===== src/rtl/fb_pkg.sv =====
// fb_pkg: shared timing constants, vertical sequencer state type and the
// source-dimension clamp helper used by the framebuffer scan controller.
package fb_pkg;

  localparam int WIDTH    = 320;
  localparam int HEIGHT   = 240;
  localparam int H_ACTIVE = 1280;
  localparam int V_ACTIVE = 720;
  localparam int H_TOTAL  = 1650;
  localparam int V_TOTAL  = 750;
  localparam int SPAN     = 960;
  localparam int XSTART   = (H_ACTIVE - SPAN) / 2;
  localparam int XSTOP    = (H_ACTIVE + SPAN) / 2;
  localparam int AW       = $clog2(WIDTH * HEIGHT);

  typedef enum logic [1:0] {
    SYNC   = 2'd0,
    VACT   = 2'd1,
    VBLANK = 2'd2
  } vstate_t;

  // Clamp a requested dimension to [1,hi]; a zero request is treated as 1.
  function automatic logic [9:0] clamp_dim(input logic [10:0] v, input logic [9:0] hi);
    logic [9:0] r;
    if (v == 11'd0) begin
      r = 10'd1;
    end else if (v > {1'b0, hi}) begin
      r = hi;
    end else begin
      r = v[9:0];
    end
    return r;
  endfunction

endpackage


===== src/rtl/fb_dda_step.sv =====
// fb_dda_step: one axis of the fractional (DDA) upscaler.
// Each step adds i_inc to a 12-bit accumulator; when it reaches MOD the
// accumulator wraps and the index advances, saturating at i_inc-1.
// Ports:
//   i_clk, i_reset : clock and synchronous active-high reset
//   i_clr          : clear accumulator and index (wins over i_step)
//   i_step         : advance the accumulator this cycle
//   i_inc          : effective source size (1..MOD)
//   o_idx          : current source index
//   o_adv          : index increments at the coming edge (not when saturated)
module fb_dda_step #(
  parameter int MOD = 960,
  parameter int IW  = 10
) (
  input  logic          i_clk,
  input  logic          i_reset,
  input  logic          i_clr,
  input  logic          i_step,
  input  logic [IW-1:0] i_inc,
  output logic [IW-1:0] o_idx,
  output logic          o_adv
);

  logic [11:0]   r_acc;
  logic [IW-1:0] r_idx;
  logic [11:0]   w_acc_n;
  logic          w_wrap;
  logic          w_sat;

  // Next accumulator value, wrap detect and saturation detect.
  always_comb begin
    w_acc_n = r_acc + {{(12-IW){1'b0}}, i_inc};
    w_wrap  = (w_acc_n >= 12'(MOD));
    w_sat   = (r_idx >= (i_inc - IW'(1)));
    o_adv   = i_step & w_wrap & ~w_sat;
  end

  assign o_idx = r_idx;

  // Accumulator and saturating index registers.
  always_ff @(posedge i_clk) begin
    if (i_reset) begin
      r_acc <= 12'd0;
      r_idx <= '0;
    end else if (i_clr) begin
      r_acc <= 12'd0;
      r_idx <= '0;
    end else if (i_step) begin
      if (w_wrap) begin
        r_acc <= w_acc_n - 12'(MOD);
        if (!w_sat) begin
          r_idx <= r_idx + IW'(1);
        end
      end else begin
        r_acc <= w_acc_n;
      end
    end
  end

endmodule


===== src/rtl/fb_scan_ctrl.sv =====
// fb_scan_ctrl: read-side scan sequencer for the BRAM framebuffer (clk_pixel domain).
// Maps HDMI timing counters onto framebuffer addresses with DDA upscaling into a
// centred SPAN-wide window, and flags which pixels carry image data vs border.
// Source geometry is latched at frame end so mid-frame changes never tear.
// Ports:
//   i_clk_pixel, i_reset     : pixel clock, synchronous active-high reset
//   i_cx, i_cy               : HDMI column/row counters
//   i_src_width/height       : source size (1..WIDTH / 1..HEIGHT)
//   i_overlay                : 1 selects fixed 256x224 geometry
//   o_rd_en, o_rd_addr       : framebuffer read strobe and address
//   o_vid_active             : read data arriving this cycle is image data
//   o_overlay_x/y            : source coordinate of that data (truncated)
//   o_frame_start            : one-cycle pulse after geometry is latched
module fb_scan_ctrl
  import fb_pkg::*;
(
  input  logic          i_clk_pixel,
  input  logic          i_reset,
  input  logic [10:0]   i_cx,
  input  logic [9:0]    i_cy,
  input  logic [10:0]   i_src_width,
  input  logic [9:0]    i_src_height,
  input  logic          i_overlay,
  output logic          o_rd_en,
  output logic [AW-1:0] o_rd_addr,
  output logic          o_vid_active,
  output logic [7:0]    o_overlay_x,
  output logic [7:0]    o_overlay_y,
  output logic          o_frame_start
);

  vstate_t       r_vstate;
  logic [9:0]    r_eff_w;
  logic [9:0]    r_eff_h;
  logic [AW-1:0] r_line_base;
  logic [7:0]    r_cur_x;
  logic [7:0]    r_cur_y;

  logic          w_fe;
  logic          w_line_end;
  logic          w_in_hw;
  logic [9:0]    w_xx;
  logic [9:0]    w_yy;
  logic          w_y_adv;
  logic          w_x_adv_unused;
  logic [1:0]    w_yy_hi_unused;
  logic [9:0]    w_req_w;
  logic [9:0]    w_req_h;

  // Frame end, line end and the read window (one cycle ahead of XSTART for BRAM latency).
  always_comb begin
    w_fe       = (i_cx == 11'(H_TOTAL - 1)) && (i_cy == 10'(V_TOTAL - 1));
    w_line_end = (r_vstate == VACT) && (i_cx == 11'(XSTOP - 1));
    w_in_hw    = (r_vstate == VACT) && (i_cx >= 11'(XSTART - 1)) && (i_cx < 11'(XSTOP - 1));
    w_req_w    = clamp_dim(i_overlay ? 11'd256 : i_src_width, 10'(SPAN));
    w_req_h    = clamp_dim(i_overlay ? 11'd224 : {1'b0, i_src_height}, 10'(V_ACTIVE));
  end

  assign w_yy_hi_unused = w_yy[9:8];

  fb_dda_step #(.MOD(SPAN), .IW(10)) u_dda_x (
    .i_clk   (i_clk_pixel),
    .i_reset (i_reset),
    .i_clr   (w_fe | w_line_end),
    .i_step  (w_in_hw),
    .i_inc   (r_eff_w),
    .o_idx   (w_xx),
    .o_adv   (w_x_adv_unused)
  );

  fb_dda_step #(.MOD(V_ACTIVE), .IW(10)) u_dda_y (
    .i_clk   (i_clk_pixel),
    .i_reset (i_reset),
    .i_clr   (w_fe),
    .i_step  (w_line_end),
    .i_inc   (r_eff_h),
    .o_idx   (w_yy),
    .o_adv   (w_y_adv)
  );

  // Vertical sequencer, geometry latch, line base and registered read/video outputs.
  always_ff @(posedge i_clk_pixel) begin
    if (i_reset) begin
      r_vstate      <= SYNC;
      r_eff_w       <= 10'd1;
      r_eff_h       <= 10'd1;
      r_line_base   <= '0;
      r_cur_x       <= 8'd0;
      r_cur_y       <= 8'd0;
      o_rd_en       <= 1'b0;
      o_rd_addr     <= '0;
      o_vid_active  <= 1'b0;
      o_overlay_x   <= 8'd0;
      o_overlay_y   <= 8'd0;
      o_frame_start <= 1'b0;
    end else begin
      o_frame_start <= w_fe;
      o_vid_active  <= o_rd_en;
      o_overlay_x   <= r_cur_x;
      o_overlay_y   <= r_cur_y;

      if (w_fe) begin
        r_eff_w     <= w_req_w;
        r_eff_h     <= w_req_h;
        r_line_base <= '0;
      end else if (w_y_adv) begin
        // Stride add instead of yy*WIDTH; a saturated yy never gets here.
        r_line_base <= r_line_base + AW'(WIDTH);
      end

      if (w_in_hw) begin
        o_rd_en   <= 1'b1;
        o_rd_addr <= r_line_base + AW'(w_xx);
        r_cur_x   <= w_xx[7:0];
        r_cur_y   <= w_yy[7:0];
      end else begin
        o_rd_en   <= 1'b0;
      end

      case (r_vstate)
        SYNC: begin
          if (w_fe) r_vstate <= VACT;
        end
        VACT: begin
          if (w_line_end && (i_cy == 10'(V_ACTIVE - 1))) r_vstate <= VBLANK;
        end
        VBLANK: begin
          if (w_fe) r_vstate <= VACT;
        end
        default: begin
          r_vstate <= SYNC;
        end
      endcase
    end
  end

endmodule

===== config.mk =====
export PLATFORM = sky130hd
export DESIGN_NAME = fb_scan_ctrl
export DESIGN_NICKNAME = d
export VERILOG_FILES = /design/src/rtl/fb_pkg.sv /design/src/rtl/fb_dda_step.sv /design/src/rtl/fb_scan_ctrl.sv
export SDC_FILE = /design/constraint.sdc
export NUM_CORES = 1
export LEC_CHECK = 0
export CAP_MARGIN = 20
export CORE_ASPECT_RATIO = 0.8
export CORE_MARGIN = 4
export CORE_UTILIZATION = 52
export CTS_CLUSTER_SIZE = 40
export DETAILED_ROUTE_END_ITERATION = 8
export PLACE_DENSITY = 0.77
export SLEW_MARGIN = 20
export SYNTH_ARGS = -nofsm -noshare
export SYNTH_HDL_FRONTEND = slang
export SYNTH_SLANG_ARGS = --single-unit

===== constraint.sdc =====
create_clock -name i_clk_pixel -period 3.7 [get_ports i_clk_pixel]
set_clock_uncertainty 0.15 [all_clocks]
set_input_delay 0.37 -clock i_clk_pixel [delete_from_list [all_inputs] [get_ports i_clk_pixel]]
set_output_delay 0.37 -clock i_clk_pixel [all_outputs]
set_load 0.02 [all_outputs]

==> summary.txt, run 1 <==
Outcome
  – Outcome: finished with violations
  – Failing checks: setup timing

Floorplanning
  – Die area: 16300 um^2
  – # rows: 38
  – Die width: 142 um
  – Starting density of the core: 54.0%
  – I/O Pins: 81
  – Core area: 13800 um^2
  – Die height: 115 um

Clocking
  – Clock Sinks: 123
  – CTS tree: yes
  – Inserted Clock Buffers: 17
  – Root Buffer: clkbuf_16
  – Clock Pin Slew Worst Setup and Hold Paths: 0.06 ns
  – H-tree depth: 4
  – Clock buffer depth: 2
  – Clk Latency, worst-skew pair: 0.43 ns

Worst setup path
  – Worst Setup End Kind: register
  – Reg2Reg Depth: 16
  – RR Startpoint: r_eff_h[1]
  – Required @ worst endpoint: 3.84 ns
  – CP Launch Point: r_eff_h[1]
  – Flop2flop setup slack: -0.04 ns
  – Crit path max fanout: 13
  – CP startpoint kind: register
  – R2R Path End: u_dda_y.o_idx[9]
  – Arrival @ worst endpoint: 3.89 ns
  – Critical path class: reg2reg

Placement
  – Dpl hpwl: 13800 um
  – Dpl cells: 1149
  – Gpl congestion: 0.962
  – PortBufs: 80

Final layout
  – Nets: 1092
  – Commonest cells after routing, fill and taps aside: 121 x dfxtp_1, 85 x nor2_1, 79 x clkdlybuf4s50_1
  – FF+latch area: 2470 um^2
  – Post-route core utilization: 67.6%
  – Layout Area Growth over Synthesis: 25.1%
  – Layout cells sized above 1: 11.6%
  – Number of fillers in the final layout: 1146
  – Number of antenna cells inserted: 0
  – Most common cell after layout, fill and taps aside: dfxtp_1
  – Post-Layout Cell Count: 1185
  – Multi-input logic area: 4710 um^2

STA
  – Rel. slew slack: 46.0%
  – Setup violators final: 3
  – Final WS setup: -0.0436 ns
  – Max-slew violations: 0
  – Fmax: 267 MHz
  – Fin. Hold Viols: 0
  – Fin crit share: 101%
  – RSZ-0062 raised after global routing: yes
  – Hold Slack: 0.0454 ns
  – Worst slew pin tran: 0.807 ns
  – Min Tclk post-route: 3.74 ns

Routing
  – Antenna viol nets, final: 0
  – Drt via density: 5.90
  – Post-Route WL: 19100 um
  – Vias: 6990
  – DRC violations left: 0
  – DRT Pass-1 Iters: 5
  – Starting DRT DRC Count: 618
  – Per-cell routed wire length: 16.1 um

Hold path
  – Hold path cells: 2
  – WHS Endpoint: r_vstate[1]
  – HP Class: in2reg
  – Hold path startpoint: i_reset

Synthesis
  – Flops & latches, synth: 123
  – Register area share after synthesis: 33.1%
  – Ys async rst share: 0%
  – Syn Area/Cell: 8.40 um^2
  – Yosys warning total: 0
  – Primary FF master, synth: dfxtp_1
  – Syn Nets: 987
  – Cell variety after synth: 75
  – Post-Syn Area: 7450 um^2
  – Post-Synthesis Cells: 887
  – Number of synthesized flops with an enable pin: 0

Power and ir drop
  – PD cells: 325 nW/um^2
  – Worst vdd ir: 0.356 mV
  – Total Power: 3020 uW
  – Static Leakage: 0.00360 uW

Global routing
  – Met1 Track Usage GR: 33.4%
  – First-pass GRT wire length: 31400 um
  – M2 GR Usage: 35.2%
  – Gr busiest metal: met2
  – Total GRT Usage: 23.5%
  – Vias in the first global route: 6327
  – Antenna violations before repair: 0
  – M3 GR Usage: 6.57%
  – Grt ovf: 0
  – Largest net degree at the start of global routing: 54

Flow run
  – Maxcap violations: 0
==> how the worst max path moves through the flow <==
stage / to / slack (ns) / depth (start not counted)
2_1_floorplan: r_line_base[16] / 0.005 / 16
3_3_place_gp: u_dda_y.o_idx[6] / -0.04 / 16
3_5_place_dp: u_dda_y.o_idx[8] / -0.17 / 16
4_1_cts: r_line_base[14] / -0.05 / 16
5_1_grt: r_line_base[16] / -0.21 / 14
6_report: u_dda_y.o_idx[9] / -0.04 / 16
==> synth_stat cells, drive strengths merged (14+ instances only) <==
| library cell | n | area [um^2] |
|---|---|---|
| dfxtp | 123 | 2460 |
| o31ai | 17 | 128 |
| nor2b | 24 | 150 |
| o21ai | 46 | 234 |
| nor2 | 85 | 319 |
| inv | 41 | 154 |
| clkbuf | 29 | 109 |
| nand2 | 59 | 221 |
| or3 | 17 | 106 |
| ha | 52 | 651 |
| mux2i | 37 | 370 |
| xor2 | 15 | 131 |
| xnor2 | 27 | 244 |
| a211oi | 16 | 125 |
| nand3 | 21 | 105 |
| a21oi | 68 | 340 |
| nor3 | 29 | 150 |
| or4 | 14 | 105 |
==> layout make-up <==
| cell class | instances | area share [%] |
|---|---|---|
| tap | 180 | 2.42 |
| clock buffer | 20 | 4.90 |
| multi-input combinational | 681 | 50.6 |
| inverter | 41 | 1.65 |
| timing repair buffer | 128 | 12.7 |
| clock inverter | 12 | 1.21 |
| sequential | 123 | 26.5 |
==> timing repair <==
action	4_1_cts	5_1_grt
setup buffers	1	2
resized for setup	8	10
setup endpoints to repair	17	28
gates cloned	0	1
hold buffers	0	0
endpoints found under the hold margin	0	0
pin swaps	8	4
==> kinds of logic (layout without fill, tap and decap cells) <==
logic type      Yosys count  after routing  synth area share (%)
flops                   123            123                  33.1
buf+inv                  83            201                  4.77
xor+xnor                 42             42                  5.04
fa+ha+maj                55             55                  9.54
compound gates          237            237                  21.4
mux                      38             38                  5.12
simple gates            309            309                  21.1
==> power by group <==
part	total, uW	internal [uW]	switching (uW)
clock network	1600	962	634
registers	1320	1320	0.000219
logic	104	52.9	51.0
total	3020	2340	685
==> layer usage <==
metal / wire (um) / vias to the layer above
met3: 1410 / 31
met4: 246 / 0
met2: 8170 / 263
li1: - / 3477
met1: 9250 / 3219
met5: 0 / -
==> registers in the layout, indices dropped and copies added (netlist names) <==
| register | cells |
|---|---|
| o_rd_addr | 17 |
| u_dda_x.r_acc | 12 |
| u_dda_y.r_acc | 12 |
| r_line_base | 11 |
| r_eff_h | 10 |
| r_eff_w | 10 |
| u_dda_x.o_idx | 10 |
| u_dda_y.o_idx | 10 |
| o_overlay_x | 8 |
| o_overlay_y | 8 |
| r_cur_y | 8 |
| r_cur_x | 2 |
| r_vstate | 2 |
| o_frame_start | 1 |
| o_rd_en | 1 |
| o_vid_active | 1 |
==> worst max-delay path: stages (launching register included) <==
cell       delay (ns)
dfxtp_1          0.33
ha_1             0.33
a211oi_2         0.23
o21ai_1          0.13
a21oi_2          0.17
xnor2_1          0.12
buf_4            0.14
buf_4            0.12
ha_1             0.23
a2111oi_2        0.40
o21ai_2          0.11
a221o_1          0.36
buf_4            0.16
clkbuf_16        0.16
buf_4            0.14
o31ai_2          0.25
a21oi_1          0.09
==> stage by stage <==
stage | worst slack (ns) | setup TNS [ns] | area (um^2)
2_1_floorplan | 0.00476 | 0 | 7470
3_3_place_gp | -0.0435 | -0.385 | 8640
3_5_place_dp | -0.171 | -1.58 | 8640
4_1_cts | -0.0500 | -0.388 | 9240
5_1_grt | -0.212 | -2.92 | 9320
6_report | -0.0436 | -0.0624 | 9320
(Power assumes the default switching activity.)
==> inputs of run 2 (changes only) <==
PLACE_DENSITY = 0.82   (was 0.77)
SETUP_SLACK_MARGIN = 0.4   (was default)
==> run 2 against run 1 <==
Effect of this change:
- the run still ends with setup timing left
- routed wire length increased by 13%
- first-iteration DRC count increased by 13%
- worst hold slack improved by 0.16 ns
- clock power increased by 9%
- total power increased by 5.0%
- count of clock-buffer cells in the layout decreased by 2
- die area unchanged
- setup slack got worse by 0.092 ns
- final cell count increased by 1.7%
- critical endpoint is now u_dda_y.o_idx[5]
- largest cell class unchanged
- highest routed layer unchanged
==> summary.txt, run 2 (synthesis results as in run 1) <==
Power and ir drop
  – Static Leakage: 0.00376 uW (was 0.00360 uW)
  – PD cells: 320 nW/um^2 (was 325 nW/um^2)
  – Worst vdd ir: 0.363 mV (was 0.356 mV)
  – Total Power: 3170 uW (was 3020 uW)

Floorplanning
  – Core area: 13800 um^2 (unchanged)
  – Die area: 16300 um^2 (unchanged)
  – Die height: 115 um (unchanged)
  – I/O Pins: 81 (unchanged)
  – Die width: 142 um (unchanged)
  – # rows: 38 (unchanged)
  – Starting density of the core: 54.0% (unchanged)

Outcome
  – Outcome: finished with violations (unchanged)
  – Failing checks: setup timing (unchanged)

Final layout
  – Number of antenna cells inserted: 0 (unchanged)
  – Design Area, Final: 9930 um^2 (was 9320 um^2)
  – Most common cell after layout, fill and taps aside: dfxtp_1 (unchanged)
  – Max reg flops: 17 (unchanged)
  – Layout Area Growth over Synthesis: 33.3% (was 25.1%)
  – Number of fillers in the final layout: 1029 (was 1146)
  – Reg with most FFs: o_rd_addr (unchanged)
  – Layout cells sized above 1: 19.5% (was 11.6%)
  – Registers with the most flip-flops: o_rd_addr (17), u_dda_x.r_acc (12), u_dda_y.r_acc (12) (unchanged)
  – Commonest cells after routing, fill and taps aside: 112 x dfxtp_1, 84 x nor2_1, 79 x clkdlybuf4s50_1 (was 121 x dfxtp_1, 85 x nor2_1, 79 x clkdlybuf4s50_1)
  – Nets: 1112 (was 1092)

Global routing
  – Grt ovf: 0 (unchanged)
  – Vias in the first global route: 6734 (was 6327)
  – Largest net degree at the start of global routing: 51 (was 54)
  – Antenna violations before repair: 0 (unchanged)
  – First-pass GRT wire length: 32800 um (was 31400 um)
  – Total GRT Usage: 24.5% (was 23.5%)

Placement
  – Gpl congestion: 0.953 (was 0.962)
  – Placed cell area: 8660 um^2 (was 8640 um^2)
  – PortBufs: 80 (unchanged)
  – Dpl hpwl: 14100 um (was 13800 um)

Routing
  – DRC violations left: 0 (unchanged)
  – Vias: 7276 (was 6990)
  – Starting DRT DRC Count: 699 (was 618)
  – DRT Pass-1 Iters: 6 (was 5)
  – Per-cell routed wire length: 17.9 um (was 16.1 um)
  – Drt via density: 6.04 (was 5.90)
  – Antenna viol nets, final: 0 (unchanged)
  – Post-Route WL: 21500 um (was 19100 um)

Clocking
  – CTS tree: yes (unchanged)
  – H-tree depth: 4 (unchanged)
  – Clk Latency, worst-skew pair: 0.42 ns (was 0.43 ns)
  – Clock buffer depth: 2 (unchanged)
  – Clock Pin Slew Worst Setup and Hold Paths: 0.06 ns (about the same)
  – Root Buffer: clkbuf_16 (unchanged)
  – Clock Sinks: 123 (unchanged)
  – Inserted Clock Buffers: 17 (unchanged)

STA
  – Fin crit share: 104% (was 101%)
  – Min Tclk post-route: 3.84 ns (was 3.74 ns)
  – Max-slew violations: 0 (unchanged)
  – Setup violators final: 14 (was 3)
  – RSZ-0062 raised after global routing: yes (unchanged)
  – Final WS setup: -0.136 ns (was -0.0436 ns)
  – Worst slew pin tran: 0.854 ns (was 0.807 ns)
  – Fmax: 261 MHz (was 267 MHz)
  – Rel. slew slack: 42.7% (was 46.0%)
  – Fin. Hold Viols: 0 (unchanged)

Worst setup path
  – Slowest stage delay, CP: 0.51 ns (was 0.40 ns)
  – WP buf/inv: 2 (was 5)
  – Critical path's slowest cell: or4_4 (was a2111oi_2)
  – Delay-heaviest family, CP: compound AO/OA/AOI/OAI gates (unchanged)
  – Arrival @ worst endpoint: 4.04 ns (was 3.89 ns)
  – Crit path max fanout: 18 (was 13)
  – Crit path cell chain: ha_4 > buf_4 > a211oi_2 > o21ai_2 > a21oi_2 > xnor2_1 > ha_2 > nand2_1 > nor3_1 > o21ai_1 > a2111oi_2 > o21ai_1 > a221o_1 > buf_12 > or4_4 > a21oi_2 (was ha_1 > a211oi_2 > o21ai_1 > a21oi_2 > xnor2_1 > buf_4 > buf_4 > ha_1 > a2111oi_2 > o21ai_2 > a221o_1 > buf_4 > clkbuf_16 > buf_4 > o31ai_2 > a21oi_1)
  – Worst Setup End Kind: register (unchanged)
  – Required @ worst endpoint: 3.91 ns (was 3.84 ns)
  – CP startpoint kind: register (unchanged)
  – Flop2flop setup slack: -0.14 ns (was -0.04 ns)
  – Critical path class: reg2reg (unchanged)

Hold path
  – HP Class: in2reg (unchanged)

Flow run
  – Maxcap violations: 0 (unchanged)
-- run 2: cell types whose count changed in the layout (fill, tap and decap cells not counted), sizes merged --
cell      delta
inv          +1
clkbuf       -2
buf         +20
clkinvlp     -1
bufinv       +2
-- run 2: area by class of cell --
| cell class | count | area (um^2) | area share [%] |
|---|---|---|---|
| clock buffers | 18 | 429 | 4.32 |
| well taps | 180 | 225 | 2.27 |
| inverters | 41 | 154 | 1.55 |
| repair buffers | 148 | 1380 | 13.9 |
| flip-flops and latches | 123 | 2480 | 25.0 |
| multi-input cells | 681 | 5070 | 51.0 |
| clock inverters | 14 | 186 | 1.88 |
-- run 2: worst reg2reg max path: stages, from the launching register on --
cell and delay (ns):
dfxtp_4 0.35, ha_4 0.16, buf_4 0.13, a211oi_2 0.28
o21ai_2 0.11, a21oi_2 0.16, xnor2_1 0.19, ha_2 0.23
nand2_1 0.06, nor3_1 0.12, o21ai_1 0.13, a2111oi_2 0.31
o21ai_1 0.15, a221o_1 0.40, buf_12 0.17, or4_4 0.52
a21oi_2 0.14
-- run 2: power by group --
part           switching (uW)  internal (uW)
Sequential           0.000248           1320
Combinational            53.9           53.4
Clock                     670           1070
-- run 2: per-layer routing --
layer,wire [um],GRT usage [%],vias up
met5,0,0,-
met3,1680,4.95,39
li1,-,-,3505
met2,9480,37.5,306
met1,10000,34.9,3426
met4,372,7.86,0
-- run 2: path summary, 6_finish.rpt --
path,from,end,cells after the start
min reg2reg,r_cur_x[7],o_overlay_x[7],1
max,r_eff_h[0],u_dda_y.o_idx[5],16
max reg2reg,r_eff_h[0],u_dda_y.o_idx[5],16
min,i_reset,r_cur_y[7],2
-- run 2: metrics by stage --
stage	cells	hold WS, ns	setup slack, ns	util (%)	TNS [ns]
finish	1205	0.207	-0.136	72.0	-1.43
CTS	1185	0.185	-0.0492	68.5	-0.319
global route	1205	0.216	-0.312	72.0	-4.45
detailed placement	1145	0.302	-0.0625	62.8	-0.329
global placement	1145	0.297	0.0541	62.8	0
floorplan	887	0.286	0.0669	-	0
-- run 2: timing repair --
action                                  CTS  global route
hold endpoints to repair                  0             0
endpoints found under the setup margin   38            42
pin swaps                                11            47
cloned                                    0             1
buffers inserted                          8            19
hold buffers                              0             0
resized for setup                        26            75
==> inputs of run 3 (changes only) <==
REMOVE_ABC_BUFFERS = 1   (was default)
==> run 3 against run 2 <==
Effect of this change:
- the run still ends with setup timing left
- core utilization shrank 0.51 points
- register-to-register slack got worse by 0.17 ns
- clock power decreased by 7%
- die area is the same
- worst hold slack got worse by 0.023 ns
- critical endpoint is now r_line_base[14]
==> summary.txt, run 3 (synthesis results as in run 1) <==
Placement
  – PortBufs: 80 (unchanged)
  – Dpl hpwl: 14400 um (was 14100 um)
  – Pre-CTS setup slack: -0.286 ns (was -0.0625 ns)
  – Gpl congestion: 0.979 (was 0.953)

Worst setup path
  – Critical path class: reg2reg (unchanged)
  – Slowest stage delay, CP: 0.53 ns (was 0.51 ns)
  – RR Startpoint: r_eff_h[0] (unchanged)
  – R2R Path End: r_line_base[14] (was u_dda_y.o_idx[5])
  – Required @ worst endpoint: 3.89 ns (was 3.91 ns)
  – Critical path's slowest cell: or4_1 (was or4_4)
  – CP startpoint kind: register (unchanged)
  – Worst Setup End Kind: register (unchanged)
  – Crit path max fanout: 16 (was 18)
  – Crit path cell chain: ha_4 > inv_2 > fa_2 > and2b_1 > buf_6 > o21a_1 > a21oi_2 > ha_2 > nand2_1 > nor3_1 > o21ai_1 > a2111oi_2 > o21ai_2 > a221o_2 > buf_12 > or4_1 > a21oi_1 (was ha_4 > buf_4 > a211oi_2 > o21ai_2 > a21oi_2 > xnor2_1 > ha_2 > nand2_1 > nor3_1 > o21ai_1 > a2111oi_2 > o21ai_1 > a221o_1 > buf_12 > or4_4 > a21oi_2)
  – Arrival @ worst endpoint: 4.19 ns (was 4.04 ns)
  – Flop2flop setup slack: -0.30 ns (was -0.14 ns)
  – Reg2Reg Depth: 17 (was 16)

Outcome
  – Failing checks: setup timing (unchanged)
  – Outcome: finished with violations (unchanged)

Final layout
  – Layout cells sized above 1: 19.0% (was 19.5%)
  – Multi-input logic area: 5040 um^2 (was 5070 um^2)
  – FF+latch area: 2480 um^2 (about the same)
  – Max reg flops: 17 (unchanged)
  – Number of fillers in the final layout: 958 (was 1029)
  – Layout Area Growth over Synthesis: 32.4% (was 33.3%)
  – Reg with most FFs: o_rd_addr (unchanged)
  – Number of antenna cells inserted: 0 (unchanged)
  – Registers with the most flip-flops: o_rd_addr (17), u_dda_x.r_acc (12), u_dda_y.r_acc (12) (unchanged)
  – Commonest cells after routing, fill and taps aside: 113 x dfxtp_1, 85 x nor2_1, 79 x clkdlybuf4s50_1 (was 112 x dfxtp_1, 84 x nor2_1, 79 x clkdlybuf4s50_1)
  – Post-route core utilization: 71.5% (was 72.0%)
  – Nets: 1111 (was 1112)
  – Most common cell after layout, fill and taps aside: dfxtp_1 (unchanged)

Routing
  – DRT Pass-1 Iters: 5 (was 6)
  – Drt via density: 6.23 (was 6.04)
  – Antenna viol nets, final: 0 (unchanged)
  – DRC violations left: 0 (unchanged)
  – Starting DRT DRC Count: 889 (was 699)
  – Post-Route WL: 21900 um (was 21500 um)
  – Vias: 7497 (was 7276)
  – Per-cell routed wire length: 18.2 um (was 17.9 um)

Clocking
  – Clock Sinks: 123 (unchanged)
  – Hold_buf cts: 0 (unchanged)
  – CTS tree: yes (unchanged)
  – H-tree depth: 4 (unchanged)
  – Clock buffer depth: 2 (unchanged)
  – Inserted Clock Buffers: 17 (unchanged)
  – Clk Latency, worst-skew pair: 0.42 ns (about the same)
  – Clock Pin Slew Worst Setup and Hold Paths: 0.06 ns (about the same)
  – Root Buffer: clkbuf_16 (unchanged)

STA
  – Rel. slew slack: 30.3% (was 42.7%)
  – Fin. Hold Viols: 0 (unchanged)
  – Fin crit share: 108% (was 104%)
  – RSZ-0062 raised after global routing: yes (unchanged)
  – Setup TNS: -3.61 ns (was -1.43 ns)
  – Fmax: 250 MHz (was 261 MHz)
  – Hold Slack: 0.185 ns (was 0.207 ns)
  – Final WS setup: -0.302 ns (was -0.136 ns)
  – Min Tclk post-route: 4.00 ns (was 3.84 ns)
  – Worst slew pin tran: 1.04 ns (was 0.854 ns)
  – Setup violators final: 19 (was 14)
  – Max-slew violations: 0 (unchanged)

Global routing
  – Grt ovf: 0 (unchanged)
  – Antenna violations before repair: 0 (unchanged)
  – Total GRT Usage: 25.0% (was 24.5%)
  – Vias in the first global route: 6901 (was 6734)
  – First-pass GRT wire length: 33800 um (was 32800 um)
  – Largest net degree at the start of global routing: 46 (was 51)

Floorplanning
  – Die height: 115 um (unchanged)
  – Die area: 16300 um^2 (unchanged)
  – Die width: 142 um (unchanged)
  – Starting density of the core: 54.0% (unchanged)
  – Core area: 13800 um^2 (unchanged)
  – I/O Pins: 81 (unchanged)
  – # rows: 38 (unchanged)

Hold path
  – Hold path cells: 2 (unchanged)
  – HP Class: in2reg (unchanged)
  – WHS Endpoint: r_eff_h[9] (was r_cur_y[7])
  – Hold path startpoint: i_reset (unchanged)

Power and ir drop
  – PD cells: 309 nW/um^2 (was 320 nW/um^2)
  – Worst vdd ir: 0.333 mV (was 0.363 mV)
  – Static Leakage: 0.00380 uW (was 0.00376 uW)

Flow run
  – Maxcap violations: 0 (unchanged)
==> run 3: cell types whose count changed in the layout (fill, tap and decap cells not counted), sizes merged <==
| cell | change |
|---|---|
| buf | -1 |
| bufbuf | +1 |
| bufinv | -2 |
| clkinv | +4 |
| clkinvlp | -2 |
| inv | -1 |
==> run 3: power by group <==
group          internal, uW  switching, uW
logic                  53.6           55.8
clock network           963            654
registers              1320       0.000272
total                  2340            710
==> run 3: critical path, delay by kind of cell (launching register included) <==
kind	cells	cell delay, ns
AO/OA/AOI/OAI	7	1.64
adder cells (fa/ha/maj)	3	0.54
buffers and inverters	3	0.34
flip-flops	1	0.34
AND/OR/NAND/NOR	4	0.91
==> run 3: what timing repair did <==
action | in CTS | in global routing
hold endpoints to repair | 0 | 0
gates cloned | 2 | 0
gates resized for setup | 39 | 72
pin swaps | 12 | 44
setup buffers | 7 | 11
setup endpoints to repair | 39 | 41
==> run 3: worst max-delay path by stage <==
stage / startpoint / end / slack, ns / cells after the start
finish: r_eff_h[0] / r_line_base[14] / -0.30 / 17
CTS: r_eff_h[0] / u_dda_y.o_idx[8] / -0.08 / 17
floorplan: i_cx[1] / u_dda_x.o_idx[4] / -1.31 / 8
global placement: r_eff_h[0] / u_dda_y.o_idx[5] / -0.10 / 16
detailed placement: r_eff_h[0] / r_line_base[13] / -0.29 / 16
global route: r_eff_h[0] / r_line_base[14] / -0.43 / 16
==> run 3: metrics by stage <==
stage	power, uW	cells	area (um^2)
after CTS	3040	1193	9470
after global placement	1460	1152	8640
after floorplan	1380	845	7250
final	3050	1204	9860
after detailed placement	1460	1152	8640
after global routing	3120	1204	9860
==> run 3: layout make-up <==
class	count	share of cell area, %
repair buffers	147	14.2
inverters	41	1.56
clock inverters	13	1.18
clock buffers	19	4.59
well taps	180	2.28
multi-input cells	681	51.1
flip-flops and latches	123	25.1
==> run 3: routing by layer <==
layer	part of all wire (%)	global-route usage [%]
met5	0	0
met4	2.6	6.71
met3	8.2	5.82
met2	46	40.2
met1	43	34.1
